<file path="src/rtl/proc_dpath_muldiv_unit.sv">
// Iterative multiply/divide/remainder unit for the X stage, val/rdy on both sides.
// Optional macro PROC_MULDIV_EARLY_EXIT_EN shortens MUL and DIVU/REMU iterations.
module proc_dpath_muldiv_unit #(
  parameter int p_nbits   = 32,
  parameter int p_cntbits = $clog2(p_nbits) + 1
) (
  input  logic               clk,
  input  logic               reset,
  input  logic               istream_val,
  output logic               istream_rdy,
  input  logic [2:0]         istream_msg_fn,
  input  logic [p_nbits-1:0] istream_msg_a,
  input  logic [p_nbits-1:0] istream_msg_b,
  output logic               ostream_val,
  input  logic               ostream_rdy,
  output logic [p_nbits-1:0] ostream_msg,
  output logic               busy
);

  localparam int W = p_nbits;
  localparam logic [2:0] FN_MUL  = 3'd0;
  localparam logic [2:0] FN_DIV  = 3'd1;
  localparam logic [2:0] FN_DIVU = 3'd2;
  localparam logic [2:0] FN_REM  = 3'd3;
  localparam logic [2:0] FN_REMU = 3'd4;
  localparam logic [W-1:0] MIN_VAL = {1'b1, {(W-1){1'b0}}};

  typedef enum logic [1:0] {IDLE, CALC, DONE} state_e;

  state_e               state_q, state_d;
  logic [p_cntbits-1:0] cnt_q, cnt_d;
  logic [2:0]           fn_q, fn_d;
  logic                 negq_q, negq_d;
  logic                 negr_q, negr_d;
  logic [W-1:0]         opb_q, opb_d;     // multiplicand (MUL) or divisor magnitude
  logic [W-1:0]         sh_q, sh_d;       // multiplier (MUL) or dividend/quotient shifter
  logic [W:0]           acc_q, acc_d;     // product (MUL) or partial remainder
  logic [W-1:0]         result_q, result_d;

  logic [W:0]   rem_sh, rem_diff, acc_it;
  logic [W-1:0] sh_it, opb_it, quo_fix, rem_fix;
  logic [W-1:0] a_mag, b_mag;
  logic         sgn_op, last_iter;

`ifdef PROC_MULDIV_EARLY_EXIT_EN
  logic [p_cntbits-1:0] a_sig;
  always_comb begin
    a_sig = p_cntbits'(1);
    for (int i = 0; i < W; i++) begin
      if (istream_msg_a[i]) a_sig = p_cntbits'(i + 1);
    end
  end
`endif

  assign istream_rdy = (state_q == IDLE);
  assign ostream_val = (state_q == DONE);
  assign busy        = (state_q != IDLE);
  assign ostream_msg = result_q;

  always_comb begin
    state_d  = state_q;
    cnt_d    = cnt_q;
    fn_d     = fn_q;
    negq_d   = negq_q;
    negr_d   = negr_q;
    opb_d    = opb_q;
    sh_d     = sh_q;
    acc_d    = acc_q;
    result_d = result_q;

    // One iteration of shift-add or restoring division
    rem_sh   = {acc_q[W-1:0], sh_q[W-1]};
    rem_diff = rem_sh - {1'b0, opb_q};
    if (fn_q == FN_MUL) begin
      acc_it = sh_q[0] ? (acc_q + {1'b0, opb_q}) : acc_q;
      opb_it = opb_q << 1;
      sh_it  = sh_q >> 1;
    end else begin
      acc_it = rem_diff[W] ? rem_sh : rem_diff;
      opb_it = opb_q;
      sh_it  = {sh_q[W-2:0], ~rem_diff[W]};
    end
    quo_fix = negq_q ? (~sh_it + 1'b1) : sh_it;
    rem_fix = negr_q ? (~acc_it[W-1:0] + 1'b1) : acc_it[W-1:0];

    last_iter = (cnt_q == p_cntbits'(1));
`ifdef PROC_MULDIV_EARLY_EXIT_EN
    if (fn_q == FN_MUL && sh_it == '0) last_iter = 1'b1;
`endif

    sgn_op = (istream_msg_fn == FN_DIV) || (istream_msg_fn == FN_REM);
    a_mag  = (sgn_op && istream_msg_a[W-1]) ? (~istream_msg_a + 1'b1) : istream_msg_a;
    b_mag  = (sgn_op && istream_msg_b[W-1]) ? (~istream_msg_b + 1'b1) : istream_msg_b;

    case (state_q)
      IDLE: begin
        if (istream_val) begin
          fn_d   = istream_msg_fn;
          acc_d  = '0;
          negq_d = (istream_msg_fn == FN_DIV) && (istream_msg_a[W-1] ^ istream_msg_b[W-1]);
          negr_d = (istream_msg_fn == FN_REM) && istream_msg_a[W-1];
          cnt_d  = p_cntbits'(W);
          if (istream_msg_fn > FN_REMU) begin
            result_d = '0;
            state_d  = DONE;
          end else if (istream_msg_fn != FN_MUL && istream_msg_b == '0) begin
            result_d = (istream_msg_fn == FN_DIV || istream_msg_fn == FN_DIVU) ? '1 : istream_msg_a;
            state_d  = DONE;
          end else if (sgn_op && istream_msg_a == MIN_VAL && istream_msg_b == '1) begin
            result_d = (istream_msg_fn == FN_DIV) ? istream_msg_a : '0;
            state_d  = DONE;
          end else if (istream_msg_fn == FN_MUL) begin
            opb_d   = istream_msg_a;
            sh_d    = istream_msg_b;
            state_d = CALC;
          end else begin
            opb_d   = b_mag;
            sh_d    = a_mag;
            state_d = CALC;
`ifdef PROC_MULDIV_EARLY_EXIT_EN
            // Skip the dividend's leading zeros by pre-aligning its top set bit
            if (!sgn_op) begin
              cnt_d = a_sig;
              sh_d  = istream_msg_a << (p_cntbits'(W) - a_sig);
            end
`endif
          end
        end
      end
      CALC: begin
        cnt_d = cnt_q - p_cntbits'(1);
        opb_d = opb_it;
        sh_d  = sh_it;
        acc_d = acc_it;
        if (last_iter) begin
          state_d = DONE;
          case (fn_q)
            FN_MUL:          result_d = acc_it[W-1:0];
            FN_DIV, FN_DIVU: result_d = quo_fix;
            default:         result_d = rem_fix;
          endcase
        end
      end
      DONE: begin
        if (ostream_rdy) state_d = IDLE;
      end
      default: state_d = IDLE;
    endcase
  end

  always_ff @(posedge clk) begin
    if (reset) begin
      state_q  <= IDLE;
      cnt_q    <= '0;
      fn_q     <= '0;
      negq_q   <= 1'b0;
      negr_q   <= 1'b0;
      opb_q    <= '0;
      sh_q     <= '0;
      acc_q    <= '0;
      result_q <= '0;
    end else begin
      state_q  <= state_d;
      cnt_q    <= cnt_d;
      fn_q     <= fn_d;
      negq_q   <= negq_d;
      negr_q   <= negr_d;
      opb_q    <= opb_d;
      sh_q     <= sh_d;
      acc_q    <= acc_d;
      result_q <= result_d;
    end
  end

endmodule

</file>
<file path="config.mk">
export PLATFORM = sky130hd
export DESIGN_NAME = proc_dpath_muldiv_unit
export DESIGN_NICKNAME = d
export VERILOG_FILES = /design/src/rtl/proc_dpath_muldiv_unit.sv
export SDC_FILE = /design/constraint.sdc
export NUM_CORES = 1
export LEC_CHECK = 0
export CAP_MARGIN = 25
export CORE_UTILIZATION = 50
export CTS_BUF_LIST = sky130_fd_sc_hd__clkbuf_4 sky130_fd_sc_hd__clkbuf_8
export DETAILED_ROUTE_END_ITERATION = 8
export HOLD_SLACK_MARGIN = 0.06
export PLACE_DENSITY = 0.68
export RECOVER_POWER = 100
export SYNTH_ARGS = -nofsm -noshare
export SYNTH_HDL_FRONTEND = slang
export SYNTH_SLANG_ARGS = --single-unit
</file>
<file path="constraint.sdc">
create_clock -name clk -period 6.2 [get_ports clk]
set_input_delay 1.55 -clock clk [delete_from_list [all_inputs] [get_ports clk]]
set_output_delay 1.55 -clock clk [all_outputs]
set_load 0.1 [all_outputs]
</file>
# After elaboration in Yosys (flattened, before gate mapping)
# Index checks and enable logic that the tools add are counted.
[word_totals]
register_bits = 142
word_cells = 108
[classes]
n_addsub = 7
magnitude_cmp = 1
eq_ne = 19
n_mux = 41
bitwise_logic = 6
reduce_logical = 24
[ops]
columns = ["operator", "n"]
rows = [
  ["32-bit two-way mux", 23],
  ["32-bit case mux with 2 select lines", 4],
  ["33-bit two-way mux", 4],
  ["32-bit by 1-bit adder with 32-bit output (second input constant)", 4],
  ["32-bit inverter", 4],
  ["33-bit case mux with 2 select lines", 1],
  ["32-bit == test (second input constant)", 2],
  ["33-bit by 32-bit adder with 33-bit output", 1],
  ["33-bit by 32-bit subtractor with 33-bit output", 1],
  ["32-bit logical NOT", 1],
  ["2-bit two-way mux", 6],
  ["2-bit != test (second input constant)", 6],
  ["6-bit case mux with 2 select lines", 1],
  ["3-bit by 2-bit == test with 1-bit output (second input constant)", 3],
  ["1-bit logical AND", 7],
  ["3-bit by 1-bit == test with 1-bit output (second input constant)", 2],
  ["6-bit by 1-bit == test with 1-bit output (second input constant)", 1],
  ["3-bit logical NOT", 2],
  ["6-bit two-way mux", 1],
  ["2-bit case mux with 3 select lines", 1],
  ["3-bit AND reduction", 2],
  ["6-bit AND reduction", 1],
  ["6-bit by 1-bit subtractor with 6-bit output (second input constant)", 1],
  ["5-bit AND reduction", 1],
  ["15 further kinds", 18],
]

# Logic depth before layout (Yosys ltp)
# Gate-level depths: netlist (run 1).
[logic_depth]
depth_word = 10
depth_mapped = 24
ltp_nobuf = 22

# Worst setup path after synthesis (run 1)
# OpenSTA, ideal clock, no wires.
[synth_timing]
path_kind = "reg2reg"
start = "reg sh_q[31]"
end = "reg result_q[30] (netlist: ostream_msg[30])"
setup_ns = 0.086
arrival_ns = 4.757
required_time_ns = 6.114
setup_slack_ns = 1.358
stages_incl_launch_ff = 25
cell_sequence = "dfxtp_1 -> inv_1 -> ha_1 -> fa_1 -> nand2b_1 -> a21o_1 -> a211o_1 -> o211ai_2 -> nand4_1 -> o211ai_4 -> buf_2 -> clkbuf_1 -> buf_1 -> nor2_1 -> a21oi_1 -> o21ai_0 -> inv_1 -> ha_1 -> inv_1 -> or2_1 -> clkbuf_1 -> nor3_1 -> nand4_1 -> a211o_1 -> a211oi_1"
[synth_via]
elab_chain_cells = 9
[synth_lines]
columns = ["item", "line_no", "text"]
rows = [
  ["from (decl)", "36", "logic [W-1:0] sh_q, sh_d;"],
  ["from (signal assigned)", "159", "sh_q <= '0;"],
  ["from (signal assigned)", "169", "sh_q <= sh_d;"],
  ["33-bit by 32-bit subtractor with 33-bit output", "73", "rem_diff = rem_sh - {1'b0, opb_q};"],
  ["33-bit two-way mux or 1-bit inverter (tied branches)", "79, 81", ""],
  ["33-bit two-way mux or 32-bit two-way mux (tied branches)", "74", "if (fn_q == FN_MUL) begin"],
  ["32-bit inverter (on tied branches)", "84, 83", ""],
  ["32-bit by 1-bit adder with 32-bit output (on tied branches)", "84, 83", ""],
  ["32-bit two-way mux (on tied branches)", "84, 83", ""],
  ["32-bit case mux with 2 select lines *", "137", "case (fn_q)"],
  ["32-bit two-way mux *", "135", "if (last_iter) begin"],
  ["32-bit case mux with 2 select lines *", "95", "case (state_q)"],
  ["to (signal assigned)", "171", "result_q <= result_d;"],
  ["to (decl)", "38", "logic [W-1:0] result_q, result_d;"],
]
# Mark *: on every way between the ends. The rest lies on a longest branch, timed or not. The select of a mux whose other input is x is not followed.
# A chain may end at the register's enable or synchronous reset.

# Worst setup path after layout (run 1)
[layout_timing]
start = "reg opb_q[30]"
end = "reg result_q[20] (netlist: ostream_msg[20])"
[layout_via]
elab_chain_cells = 9
[layout_lines]
columns = ["item", "line_no", "text"]
rows = [
  ["from (decl)", "35", "logic [W-1:0] opb_q, opb_d;"],
  ["from (signal assigned)", "168", "opb_q <= opb_d;"],
  ["33-bit by 32-bit subtractor with 33-bit output *", "73", ""],
  ["33-bit two-way mux or 1-bit inverter (tied branches)", "79, 81", ""],
  ["33-bit two-way mux or 32-bit two-way mux (tied branches)", "74", ""],
  ["32-bit inverter (on tied branches)", "84, 83", ""],
  ["32-bit by 1-bit adder with 32-bit output (on tied branches)", "84, 83", ""],
  ["32-bit two-way mux (on tied branches)", "84, 83", ""],
  ["32-bit case mux with 2 select lines *", "137", ""],
  ["32-bit two-way mux *", "135", ""],
  ["32-bit case mux with 2 select lines *", "95", ""],
]
# Marks and branches as above.

==> results of run 1 <==
per-stage QoR:
stage               utilization (%)  instance area [µm²]
CTS                            57.2                16500
detailed placement             55.8                16100
floorplan                         -                14700
finish                         57.1                16500
global route                   57.1                16500
global placement               55.8                16100
layer usage:
metal / track usage (%) / part of all wire [%] / vias to the layer above
li1: - / - / 7836
met5: 0 / 0 / -
met1: 51.5 / 44 / 7794
met2: 58.0 / 44 / 763
met3: 4.67 / 8.0 / 109
met4: 15.7 / 4.2 / 0
sequential cells by signal (all words and copies together) (netlist names):
| name | flops |
|---|---|
| acc_q | 32 |
| opb_q | 32 |
| ostream_msg | 32 |
| sh_q | 32 |
| cnt_q | 6 |
| fn_q | 3 |
| state_q | 2 |
| negq_q | 1 |
| negr_q | 1 |
cells in the final DEF (no fill, tap or decap), types with 17 or more instances in the layout:
| cell | n |
|---|---|
| nor2_1 | 271 |
| nand3_1 | 43 |
| a31oi_1 | 22 |
| ha_1 | 70 |
| a22oi_1 | 33 |
| buf_4 | 39 |
| nor4_1 | 20 |
| nor3_1 | 38 |
| o21ai_0 | 143 |
| a21o_1 | 19 |
| nand2b_1 | 19 |
| a21oi_1 | 228 |
| dlygate4sd3_1 | 38 |
| a211oi_1 | 86 |
| inv_1 | 64 |
| or3_1 | 24 |
| xnor2_1 | 85 |
| clkdlybuf4s50_1 | 66 |
| clkbuf_8 | 17 |
| xor2_1 | 69 |
| nand4_1 | 31 |
| o211ai_1 | 61 |
| nand2_1 | 187 |
| o221ai_1 | 23 |
| o31ai_1 | 19 |
| dfxtp_1 | 141 |
| mux2i_1 | 63 |
worst max-delay path, stage by stage (launching register included):
cell and delay, ns:
dfxtp_1 0.51, inv_1 0.08, ha_1 0.37, nand4_1 0.22, nor4_1 0.86, a22oi_1 0.15, nand2_1 0.19, or2_0 0.26
o211a_1 0.35, buf_4 0.34, mux2i_1 0.29, o221ai_1 0.21, or3_1 0.50, nor4_1 0.68, o21ai_0 0.17, a21o_1 0.20
a211oi_1 0.21
cells in the mapped netlist (5+ instances only):
cell type / instances
o31ai_1: 19
a311oi_1: 11
nand4_1: 31
nand2_1: 187
o21ai_1: 5
o21ai_0: 141
nand3_1: 43
o21a_1: 11
a21o_1: 19
a21oi_1: 228
xor2_1: 69
o211ai_1: 61
a211oi_1: 86
buf_1: 13
inv_1: 64
dfxtp_1: 141
clkbuf_1: 116
nor3_1: 39
and3_1: 12
ha_1: 70
nand2b_1: 19
buf_2: 6
a31oi_1: 22
o221ai_1: 23
a221oi_1: 9
and2_1: 11
or3_1: 26
xnor2_1: 85
or2_1: 5
o41ai_1: 11
mux2_2: 10
a211o_1: 8
nor2b_1: 12
or2_2: 12
o22ai_1: 5
mux2i_1: 63
or4_1: 10
o41ai_2: 5
a22oi_1: 33
nor2_1: 271
nor4_1: 20
kinds of logic (layout without fill, tap and decap cells):
family	count (synthesis)	after routing	synth area share, %
flops	141	141	19.1
simple gates	722	722	22.7
mux	74	74	5.12
fa+ha+maj	72	72	6.21
xor+xnor	154	154	9.15
buf+inv	203	247	5.37
compound gates	737	737	32.3
layout make-up:
type / count / area share (%)
clock inverter: 13 / 0.995
tap: 384 / 2.92
clock buffer: 18 / 1.47
timing repair buffer: 151 / 8.42
inverter: 65 / 1.48
sequential: 141 / 17.1
multi-input combinational: 1759 / 67.6
final timing paths:
kind              slack [ns]  cells after the start  startpoint               to
setup / recovery        0.49                     16   opb_q[30]  ostream_msg[20]
hold / removal          0.50                      1    cnt_q[4]         cnt_q[4]
setup reg to reg        0.49                     16   opb_q[30]  ostream_msg[20]
hold reg to reg         0.50                      1    cnt_q[4]         cnt_q[4]
power by group through the flow:
| stage | clock network (µW) | registers [µW] | logic, µW |
|---|---|---|---|
| final | 804 | 1160 | 2130 |
| after global routing | 841 | 1170 | 2300 |
| after CTS | 805 | 1160 | 2110 |
| after detailed placement | 0 | 1180 | 2100 |
| after global placement | 0 | 1180 | 2080 |
| after floorplan | 0 | 1290 | 1360 |
==> reports/results.ini, run 1 <==
[layout]
nets=2278
fin_cells=2531
n_fill_cell=2840
multi_input_comb_area_um2=11100
seq_area_um2=2820
drive_gt1_share_pct=5.40
areaGrowthSynthToFinish_pct=11.7
antenna_cells=0

[power_and_ir_drop]
leakagePower_uw=0.00629
p_total_uw=4100
p_sw_uw=1980
switching_share_pct=48.4
peakVddDrop_uv=138
power_density_nw_per_um2=249
combPwrFrac_pct=52.0
power_frac_seq_pct=28.4
power_frac_clock_pct=19.6
power.internal_uw=2120

[floorplanning]
rows=62
fp.dieW_um=174
die_area_um2=30200
coreArea_um2=28900
initial_core_util_pct=51.1
num_io_pins=106
die_height_um=174

[cts]
cts_root_buffer=clkbuf_8
clk_pin_slew_ns=0.09
cts_resized=0
clk_path_buf_depth=2
htree_num_levels=4
postCtsSetupRepairBufs=0
clock_latency_ns=0.46
clock-sinks=141
numCtsBuffers=17
holdBufCountCts=0
cts_tree=done

[timing]
finalMaxSlewViolations=35
rsz0062_at_grt=no
holdWs_ns=0.498
fin_crit_ns=5.71
setup_viol=0
fmax_mhz=175
finClkSkew_ns=0.0179
tns_ns=0
hold_viol_final=0
worst_slew_pin_slew_ns=2.41
finalWorstSetupSlack_ns=0.489
slew_headroom_pct=-60.7
timing.final.crit_share_pct=92.1

[routing]
drt_iter0_markers=1750
dr.pass1.iters=6
postRouteAntennaNets=0
via_per_inst=6.52
num_vias=16500
wirelength_mm=56.9
route.detailed.drc=0
wire_per_inst_um=22.5

[yosys]
synthTopCellsByArea=dfxtp_1 19%, a21oi_1 7.7%, nor2_1 6.9%
synth.distinct_cells=79
synth-seq-cells=141
synth_ff_type=dfxtp_1
synth_warnings=0
syn_area_um2=14700
synthCells=2103
syn-num-nets=2246
ys_seq_area_share_pct=19.1
synth.avg_cell_area_um2=7.01
synth-edff-count=0
synth_top_cell_by_area=dfxtp_1
synth_top_area_share_pct=19.1
async_flop_share_pct=0

[worst_setup_path]
cp-end-kind=flop
crit_fanout=14
start_kind=flop
crit_type=reg -> reg
worstPathRequired_ns=6.57
worstPathArrival_ns=6.08

[global_route]
grt_usage_pct=37.2
grt_max_degree=94
antenna_found_initial=0
overflow=0
grt_pass1_vias=15100
grt_pass1_wl_mm=87.7

[placement]
place_congestion=1.00
place_inst=2499
port_buffers=105
post-place-ws_ns=0.473
dp_hpwl_mm=44.6

[outcome]
failed_checks=max-capacitance violations, max-slew violations
status=finished with violations

[flow_run]
maxCapViolCount=1

[min_path]
hp-class=reg -> reg

No activity file was read; power rests on OpenSTA's default activity.
==> run 2, diff against run 1 <==
--- a/config.mk
+++ b/config.mk
@@ -9,9 +9,10 @@
 export CORE_UTILIZATION = 50
 export CTS_BUF_LIST = sky130_fd_sc_hd__clkbuf_4 sky130_fd_sc_hd__clkbuf_8
 export DETAILED_ROUTE_END_ITERATION = 8
-export HOLD_SLACK_MARGIN = 0.06
+export HOLD_SLACK_MARGIN = 0.12
 export PLACE_DENSITY = 0.68
 export RECOVER_POWER = 100
+export REMOVE_ABC_BUFFERS = 1
 export SYNTH_ARGS = -nofsm -noshare
 export SYNTH_HDL_FRONTEND = slang
 export SYNTH_SLANG_ARGS = --single-unit
==> run 2 against run 1 <==
- the run still ends with max-capacitance violations, max-slew violations left
- routed wire length fell by 4.2%
- sequential power hardly changed
- critical path depth stayed put
- global-route usage shrank 1.8 points
- fmax is 3.7% higher
- critical path type unchanged
- largest cell class unchanged
==> reports/results.ini, run 2 (synthesized netlist as in run 1, its figures left out) <==
[layout]
layout_commonest_cell=nor2_1
nets=2264  ; -0.61%
drive_gt1_share_pct=5.15  ; -0.25 points
final_cell_mix=271 x nor2_1, 228 x a21oi_1, 187 x nand2_1, 141 x o21ai_0, 140 x dfxtp_1
n_fill_cell=2881  ; +1.4%
areaGrowthSynthToFinish_pct=11.3
fin_cells=2519  ; -0.47%

[timing]
timing.final.crit_share_pct=88.8  ; -3.3 points
worst_slew_pin_slew_ns=2.28  ; -0.131 ns
rsz0062_at_grt=no
finClkSkew_ns=0.0106  ; -0.00732 ns
fin_crit_ns=5.50  ; -0.206 ns
holdWs_ns=0.468  ; -0.0306 ns
finalMaxSlewViolations=35  ; unchanged
slew_headroom_pct=-52.0  ; +8.7 points
setup_viol=0  ; unchanged
hold_viol_final=0  ; unchanged
fmax_mhz=182  ; +3.7%

[routing]
dr.pass1.iters=7  ; +1
via_per_inst=6.58  ; +0.93%
met2_length_mm=23.0  ; -7.5%
wl_met1_mm=24.4  ; -3.1%
drt_iter0_markers=2061  ; +18%
wirelength_mm=54.5  ; -4.2%
wl_met3_mm=5.55  ; +23%
num_vias=16600  ; +0.45%
postRouteAntennaNets=0  ; unchanged
route.detailed.drc=0  ; unchanged
wire_per_inst_um=21.6  ; -3.8%
routed.top_layer=met4

[global_route]
grt_pass1_wl_mm=84.5  ; -3.6%
overflow=0  ; unchanged
grt_max_degree=92  ; -2.1%
grt_usage_pct=35.4  ; -1.8 points
antenna_found_initial=0  ; unchanged
grt_pass1_vias=14800  ; -1.8%

[worst_setup_path]
start_kind=flop
worstPathArrival_ns=5.88  ; -0.20 ns
worstPathRequired_ns=6.58  ; about the same
crit_top_cell=or4_4
cp-end-kind=flop
cp_slowest_cell=or4_4
crit_fanout=23  ; +9
worstPathCellList=inv_1 -> ha_1 -> fa_1 -> nand2b_1 -> a21o_1 -> a211o_1 -> o211ai_1 -> nand4_1 -> o211ai_4 -> buf_4 -> o311ai_0 -> or4_4 -> or4_4 -> o41ai_2 -> or3b_1 -> nand3_1
critPathBufInv=2  ; unchanged
slowest_delay_ns=0.70  ; -0.16 ns
crit_type=reg -> reg
critPathTopFamily=compound AO/OA/AOI/OAI gates

[cts]
clock-sinks=141  ; unchanged
cts_root_buffer=clkbuf_8
clk_path_buf_depth=2  ; unchanged
cts_tree=done
postCtsSetupRepairBufs=0  ; unchanged
clk_pin_slew_ns=0.09  ; about the same
holdBufCountCts=0  ; unchanged
clock_latency_ns=0.48  ; +0.02 ns
htree_num_levels=4  ; unchanged
cts_resized=0  ; unchanged
numCtsBuffers=17  ; unchanged

[floorplanning]
num_io_pins=106  ; unchanged
coreArea_um2=28900  ; unchanged
rows=62  ; unchanged
initial_core_util_pct=51.1  ; unchanged
die_height_um=174  ; unchanged
die_area_um2=30200  ; unchanged
fp.dieW_um=174  ; unchanged

[placement]
place_inst=2486  ; -0.52%
port_buffers=105  ; unchanged
place_congestion=0.978  ; -2.4%
dp_hpwl_mm=41.8  ; -6.3%

[power_and_ir_drop]
p_total_uw=4080  ; -0.36%
peakVddDrop_uv=135  ; -2.3%
leakagePower_uw=0.00624  ; -0.92%
power_density_nw_per_um2=249  ; about the same

[outcome]
failed_checks=max-capacitance violations, max-slew violations
status=finished with violations

[flow_run]
maxCapViolCount=1  ; unchanged

[min_path]
hp-class=reg -> reg

==> run 2: changes by cell type in the layout (fill, tap and decap cells not counted), moves of 2 or more <==
| cell | before | now |
|---|---|---|
| buf_4 | 39 | 30 |
| clkbuf_1 | 7 | 0 |
| clkbuf_2 | 0 | 2 |
| clkinv_2 | 3 | 0 |
| clkinvlp_4 | 2 | 5 |
| o21ai_0 | 143 | 141 |
| o21ai_1 | 3 | 5 |
| or4_1 | 12 | 10 |
| or4_4 | 1 | 3 |
==> run 2: worst paths after layout <==
path	startpoint	to	slack [ns]	cells after the start
worst max-delay path	sh_q[31]	ostream_msg[29]	0.70	16
worst min-delay path	negr_q	negr_q	0.47	2
worst max register to register	sh_q[31]	ostream_msg[29]	0.70	16
worst min register to register	negr_q	negr_q	0.47	2
==> run 2: layout make-up <==
| type | count | area [µm²] | area share [%] |
|---|---|---|---|
| well taps | 384 | 480 | 2.93 |
| repair buffers | 137 | 1300 | 7.90 |
| flip-flops and latches | 141 | 2820 | 17.2 |
| multi-input cells | 1759 | 11100 | 67.9 |
| clock buffers | 20 | 263 | 1.60 |
| clock inverters | 12 | 163 | 0.992 |
| inverters | 65 | 244 | 1.49 |
| diodes | 1 | 2.50 | 0.0153 |
==> run 2: power by group <==
group | leakage, µW | internal (µW) | switching, µW
logic | 0.00488 | 696 | 1400
registers | 0.00116 | 1010 | 153
clock network | 0.000199 | 420 | 402
total | 0.00624 | 2130 | 1960
==> run 2: stage by stage <==
step	setup TNS [ns]	setup slack [ns]	utilization, %	instance area (µm²)
after CTS	0	1.06	57.0	16500
after detailed placement	0	0.698	55.5	16000
final	0	0.695	56.8	16400
after floorplan	-202.88	-2.68	-	14200
after global routing	0	0.372	56.8	16400
after global placement	0	0.753	55.5	16000
==> run 2: worst min-delay path, cell delays in order (launching register included) <==
cell and delay (ns):
dfxtp_1 0.32, nand2_1 0.05, a21oi_1 0.05
==> run 2: metal layers <==
| metal | vias up | GRT usage [%] |
|---|---|---|
| li1 | 7816 | - |
| met1 | 7825 | 51.4 |
| met2 | 848 | 51.7 |
| met3 | 87 | 6.86 |
| met4 | 0 | 12.4 |
| met5 | - | 0 |
